<file path="config.mk">
export PLATFORM = sky130hd
export DESIGN_NAME = csr_access_arbiter
export DESIGN_NICKNAME = d
export VERILOG_FILES = /design/src/rtl/csr_access_arbiter.sv
export SDC_FILE = /design/constraint.sdc
export NUM_CORES = 1
export LEC_CHECK = 0
export ABC_AREA = 1
export CAP_MARGIN = 20
export CORE_MARGIN = 1.5
export CORE_UTILIZATION = 42
export CTS_BUF_LIST = sky130_fd_sc_hd__clkbuf_4 sky130_fd_sc_hd__clkbuf_8
export CTS_CLUSTER_DIAMETER = 120
export DETAILED_ROUTE_END_ITERATION = 16
export PLACE_DENSITY = 0.9
export SYNTH_ARGS = -nofsm -noshare
export SYNTH_HDL_FRONTEND = slang
export SYNTH_SLANG_ARGS = --single-unit
</file>
<file path="constraint.sdc">
create_clock -name clk -period 5 [get_ports clk]
set_input_delay 0.5 -clock clk [delete_from_list [all_inputs] [get_ports clk]]
set_output_delay 0.5 -clock clk [all_outputs]
set_load 0.005 [all_outputs]
</file>
<file path="src/rtl/csr_access_arbiter.sv">
`default_nettype none
// ============================================================================
// Module   : csr_access_arbiter
// Brief    : Shares the CSR file between core (port 0) and debug (port 1),
//            sequencing each access as read-old / write / respond-old.
// Revision : 1.0 - initial release
// ============================================================================
module csr_access_arbiter #(
    parameter int N_REQ = 2
) (
    input  logic                   clk,
    input  logic                   rst,

    input  logic [N_REQ-1:0]       req_valid,
    output logic [N_REQ-1:0]       req_ready,
    input  logic [N_REQ-1:0][2:0]  req_op,
    input  logic [N_REQ-1:0][11:0] req_addr,
    input  logic [N_REQ-1:0][31:0] req_data,
    input  logic [N_REQ-1:0][4:0]  req_uimm,

    output logic [N_REQ-1:0]       rsp_valid,
    input  logic [N_REQ-1:0]       rsp_ready,
    output logic [31:0]            rsp_rdata,

    output logic                   csr_wr_en,
    output logic [2:0]             csr_op,
    output logic [4:0]             csr_uimm,
    output logic [11:0]            csr_addr,
    output logic [31:0]            csr_data_in,
    input  logic [31:0]            csr_data_out,

    output logic                   busy
);

    localparam logic [1:0] c_op_nop = 2'd0;
    localparam logic [1:0] c_op_rs  = 2'd2;
    localparam logic [1:0] c_op_rc  = 2'd3;

    typedef enum logic [1:0] {
        ST_IDLE = 2'd0,
        ST_RD   = 2'd1,
        ST_WR   = 2'd2,
        ST_RESP = 2'd3
    } state_t;

    state_t      r_state;
    state_t      w_state_next;

    logic        r_last_grant;
    logic        r_port;
    logic [2:0]  r_op;
    logic [11:0] r_addr;
    logic [31:0] r_data;
    logic [4:0]  r_uimm;
    logic [31:0] r_old;

    logic        w_grant;
    logic        w_accept;
    logic        w_src_zero;
    logic        w_suppress;

    // Round-robin: on a tie the port that was not served last wins.
    always_comb begin
        w_grant = 1'b0;
        if (&req_valid) begin
            w_grant = ~r_last_grant;
        end else if (req_valid[1]) begin
            w_grant = 1'b1;
        end
    end

    assign w_accept = (r_state == ST_IDLE) && !rst && req_valid[w_grant];

    always_comb begin
        req_ready = '0;
        if ((r_state == ST_IDLE) && !rst && (|req_valid)) begin
            req_ready[w_grant] = 1'b1;
        end
    end

    // Set/clear with an all-zero source would be a no-op write; drop it.
    assign w_src_zero = r_op[2] ? (r_uimm == 5'd0) : (r_data == 32'd0);
    assign w_suppress = (r_op[1:0] == c_op_nop) ||
                        (((r_op[1:0] == c_op_rs) || (r_op[1:0] == c_op_rc)) && w_src_zero);

    always_ff @(posedge clk or posedge rst) begin
        if (rst) begin
            r_state      <= ST_IDLE;
            r_last_grant <= 1'b1;
            r_port       <= 1'b0;
            r_op         <= 3'd0;
            r_addr       <= 12'd0;
            r_data       <= 32'd0;
            r_uimm       <= 5'd0;
            r_old        <= 32'd0;
        end else begin
            r_state <= w_state_next;
            if (w_accept) begin
                r_port       <= w_grant;
                r_last_grant <= w_grant;
                r_op         <= req_op[w_grant];
                r_addr       <= req_addr[w_grant];
                r_data       <= req_data[w_grant];
                r_uimm       <= req_uimm[w_grant];
            end
            if (r_state == ST_WR) begin
                r_old <= csr_data_out;
            end
        end
    end

    always_comb begin
        w_state_next = r_state;
        case (r_state)
            ST_IDLE: if (w_accept) w_state_next = ST_RD;
            ST_RD:   w_state_next = ST_WR;
            ST_WR:   w_state_next = ST_RESP;
            ST_RESP: if (rsp_ready[r_port]) w_state_next = ST_IDLE;
            default: w_state_next = ST_IDLE;
        endcase
    end

    // Write strobe is decoded from the state register, so an async reset
    // removes it in the same cycle.
    always_comb begin
        csr_wr_en = 1'b0;
        csr_op    = 3'd0;
        if (r_state == ST_WR) begin
            if (w_suppress) begin
                csr_op = {r_op[2], c_op_nop};
            end else begin
                csr_wr_en = 1'b1;
                csr_op    = r_op;
            end
        end
    end

    assign csr_addr    = r_addr;
    assign csr_data_in = r_data;
    assign csr_uimm    = r_uimm;

    generate
        for (genvar i = 0; i < N_REQ; i++) begin : g_rsp_valid
            assign rsp_valid[i] = (r_state == ST_RESP) && (r_port == 1'(i));
        end
    endgenerate

    assign rsp_rdata = r_old;
    assign busy      = (r_state != ST_IDLE);

endmodule
`default_nettype wire
</file>
==> reports/results.ini <==
[grt]
grtUsageTotal_pct=25.60
grt_max_degree=54
grt_pass1_vias=4234
antenna_found_initial=0
grt_pass1_wl_mm=19.89
overflow=0

[synthesis]
synth-edff-count=0
syn_inst=491
yosysTopAreaCell=dfrtp_1
ys_types=18
yosys.area.top_type_share_pct=55.91
synthArstFlopShare_pct=100.0
yosys_warnings=0
synth_common_cells=nand2_1, dfrtp_1, nand3_1
synth_seq_cells=88
ys_top_cells_by_area=dfrtp_1, nand2_1, nand3_1, nor2_1, inv_1
ys_seq_area_share_pct=56.59
synth_nets=637
syn_area_um2=3894
yosysMostFrequentCell=nand2_1
syn_avg_cell_area_um2=7.930
ys.flop_type=dfrtp_1

[worst_setup_path]
reg2reg_setup_slack_ns=2.58
timing.reg2reg.worst_path_depth=9
cp-end-kind=primary output
cp.arrival_ns=2.91
crit_fanout=53
cpPeakStageDelay_ns=0.60
path_class=flip-flop to primary output
r2r_start=r_state[0]
critPathSlowestCell=clkdlybuf4s50_1
crit_path_cell_trace=inv_1 -> ha_1 -> inv_2 -> nor3_4 -> nand2_1 -> inv_2 -> buf_4 -> clkdlybuf4s50_1
critPathRequiredTime_ns=4.50
crit_path_start_kind=flip-flop
worst_r2r_endpoint=r_state[0]
critical-path-top-cell-by-count=inv_2

[layout]
nNetsFinal=861
syn2layout_area_growth_pct=65.62
post-route-util_pct=72.88
n_antenna_cell=0
layout-drive-gt1-share_pct=3.616

[cts]
cts_setup_buffers=0
cts.repair.resized=0
cts-buffers-inserted=9
ctsHoldBuffers=0
cts_buffer_depth=2
cts_tree=yes
clk_pin_slew_ns=0.08
insertion_delay_ns=0.34
cts_sinks=88
clockRootBuffer=clkbuf_8
cts.htree.levels=3

[min_path]
hp-class=flip-flop to flip-flop
hold_end=rsp_rdata[31]
worstHoldStart=rsp_rdata[31]
hold_depth=2

[timing]
slew_headroom_pct=34.24
finalCritPeriodShare_pct=68.21
min_period_ns=3.411
slew_viol_final=0
tns_ns=0
skew_ns=0.008282
setup_viol=0
tightest_slew_ns=0.9854
hold_ws_ns=0.4747
worst_slack_ns=1.589
rsz0062_at_grt=false
fmax_mhz=293.2
hold_violations=0

[route]
vias=4060
drc=0
firstDrtPassIters=4
wl_per_cell_um=15.12
detail-route-antenna-nets=0
first_iter_violations=162
viasPerCell=4.909
finalWirelength_mm=12.51

[status]
status=finished clean

[power_and_ir_drop]
p_total_w=0.003332
powerDensity_nw_per_um2=516.7
p_leak_nw=3.001
vdd_ir_drop_max_uv=355.3

[flow_run]
maxCapViolations=0

[placement]
dp_hpwl_mm=9.504
gp_congestion=0.8260
dp_slack_ns=1.686
port-buffer-count=231

[floorplan]
die_area_um2=9858
initial_utilization_pct=44.00
row_count=34
coreArea_um2=8848
die_w_um=99.29
die_h_um=99.29
ios=232

[stage by stage]
step | instance area (um2) | cells
4_1_cts | 6449 | 827
2_1_floorplan | 3894 | 491
3_3_place_gp | 6272 | 812
5_1_grt | 6449 | 827
3_5_place_dp | 6272 | 812
6_report | 6449 | 827
[where the power goes]
part | switching, W | internal (W) | total [W]
logic | 0.000705 | 0.000905 | 0.00161
registers | 0.000222 | 0.00105 | 0.00128
clock network | 0.000236 | 0.000209 | 0.000445
[metal layers]
layer | GRT usage, % | wire length [um] | vias up
met5 | 0 | 0 | -
met4 | 12.57 | 520 | 0
met3 | 5.411 | 900 | 40
met2 | 48.00 | 6578 | 175
met1 | 27.09 | 4507 | 1885
li1 | - | - | 1960
[state kept, by name, indices dropped and copies added, names as in the netlist]
name	cells
csr_addr	12
r_last_grant	1
r_op	3
r_state	2
rsp_rdata	32
csr_data_in	32
r_port	1
csr_uimm	5
[final cells by class]
type / instances / area (um2)
Clock buffer: 12 / 158.9
Multi-Input combinational cell: 355 / 1493
Timing Repair Buffer: 235 / 2342
Tap cell: 108 / 135.1
Clock inverter: 3 / 17.52
Inverter: 26 / 98.84
Sequential cell: 88 / 2203
Fill cell: 650 / 2400
[worst max-delay path: cells and delay by family (launching register included)]
family / cells / cell delay (ns)
fa+ha+maj: 1 / 0.20
buf+inv: 5 / 1.28
flops: 1 / 0.41
simple gates: 2 / 0.64
[layout by cell type (no fill, tap or decap), types with 2 or more instances in the layout]
cell / netlist / layout
nand2_1: 263 / 263
clkdlybuf4s50_1: 0 / 231
dfrtp_1: 87 / 87
nand3_1: 44 / 44
nor2_1: 23 / 23
inv_1: 22 / 21
o211ai_1: 11 / 11
clkbuf_8: 0 / 11
inv_2: 4 / 4
ha_1: 4 / 4
buf_4: 2 / 4
o21ai_1: 3 / 3
clkinv_2: 0 / 3
a21oi_1: 2 / 2
nand4_1: 2 / 2
[cell families after synthesis]
kind of cell / count (synthesis) / synth area share (%)
buffers and inverters: 48 / 5.077
flip-flops: 88 / 56.59
AND/OR/NAND/NOR: 335 / 34.29
AO/OA/AOI/OAI: 16 / 2.763
adder cells (fa/ha/maj): 4 / 1.285
[worst max-delay path by stage]
stage	start	end	slack (ns)	depth (start not counted)
finish	r_state[0]	req_ready[0]	1.59	8
global route	r_state[0]	req_ready[0]	1.36	8
CTS	r_state[0]	req_ready[0]	1.58	8
detailed placement	rst	req_ready[0]	1.69	6
global placement	rst	req_ready[0]	1.72	6
floorplan	rst	csr_addr[0]	2.22	1
Note: power is estimated with default switching activity, not from simulation.
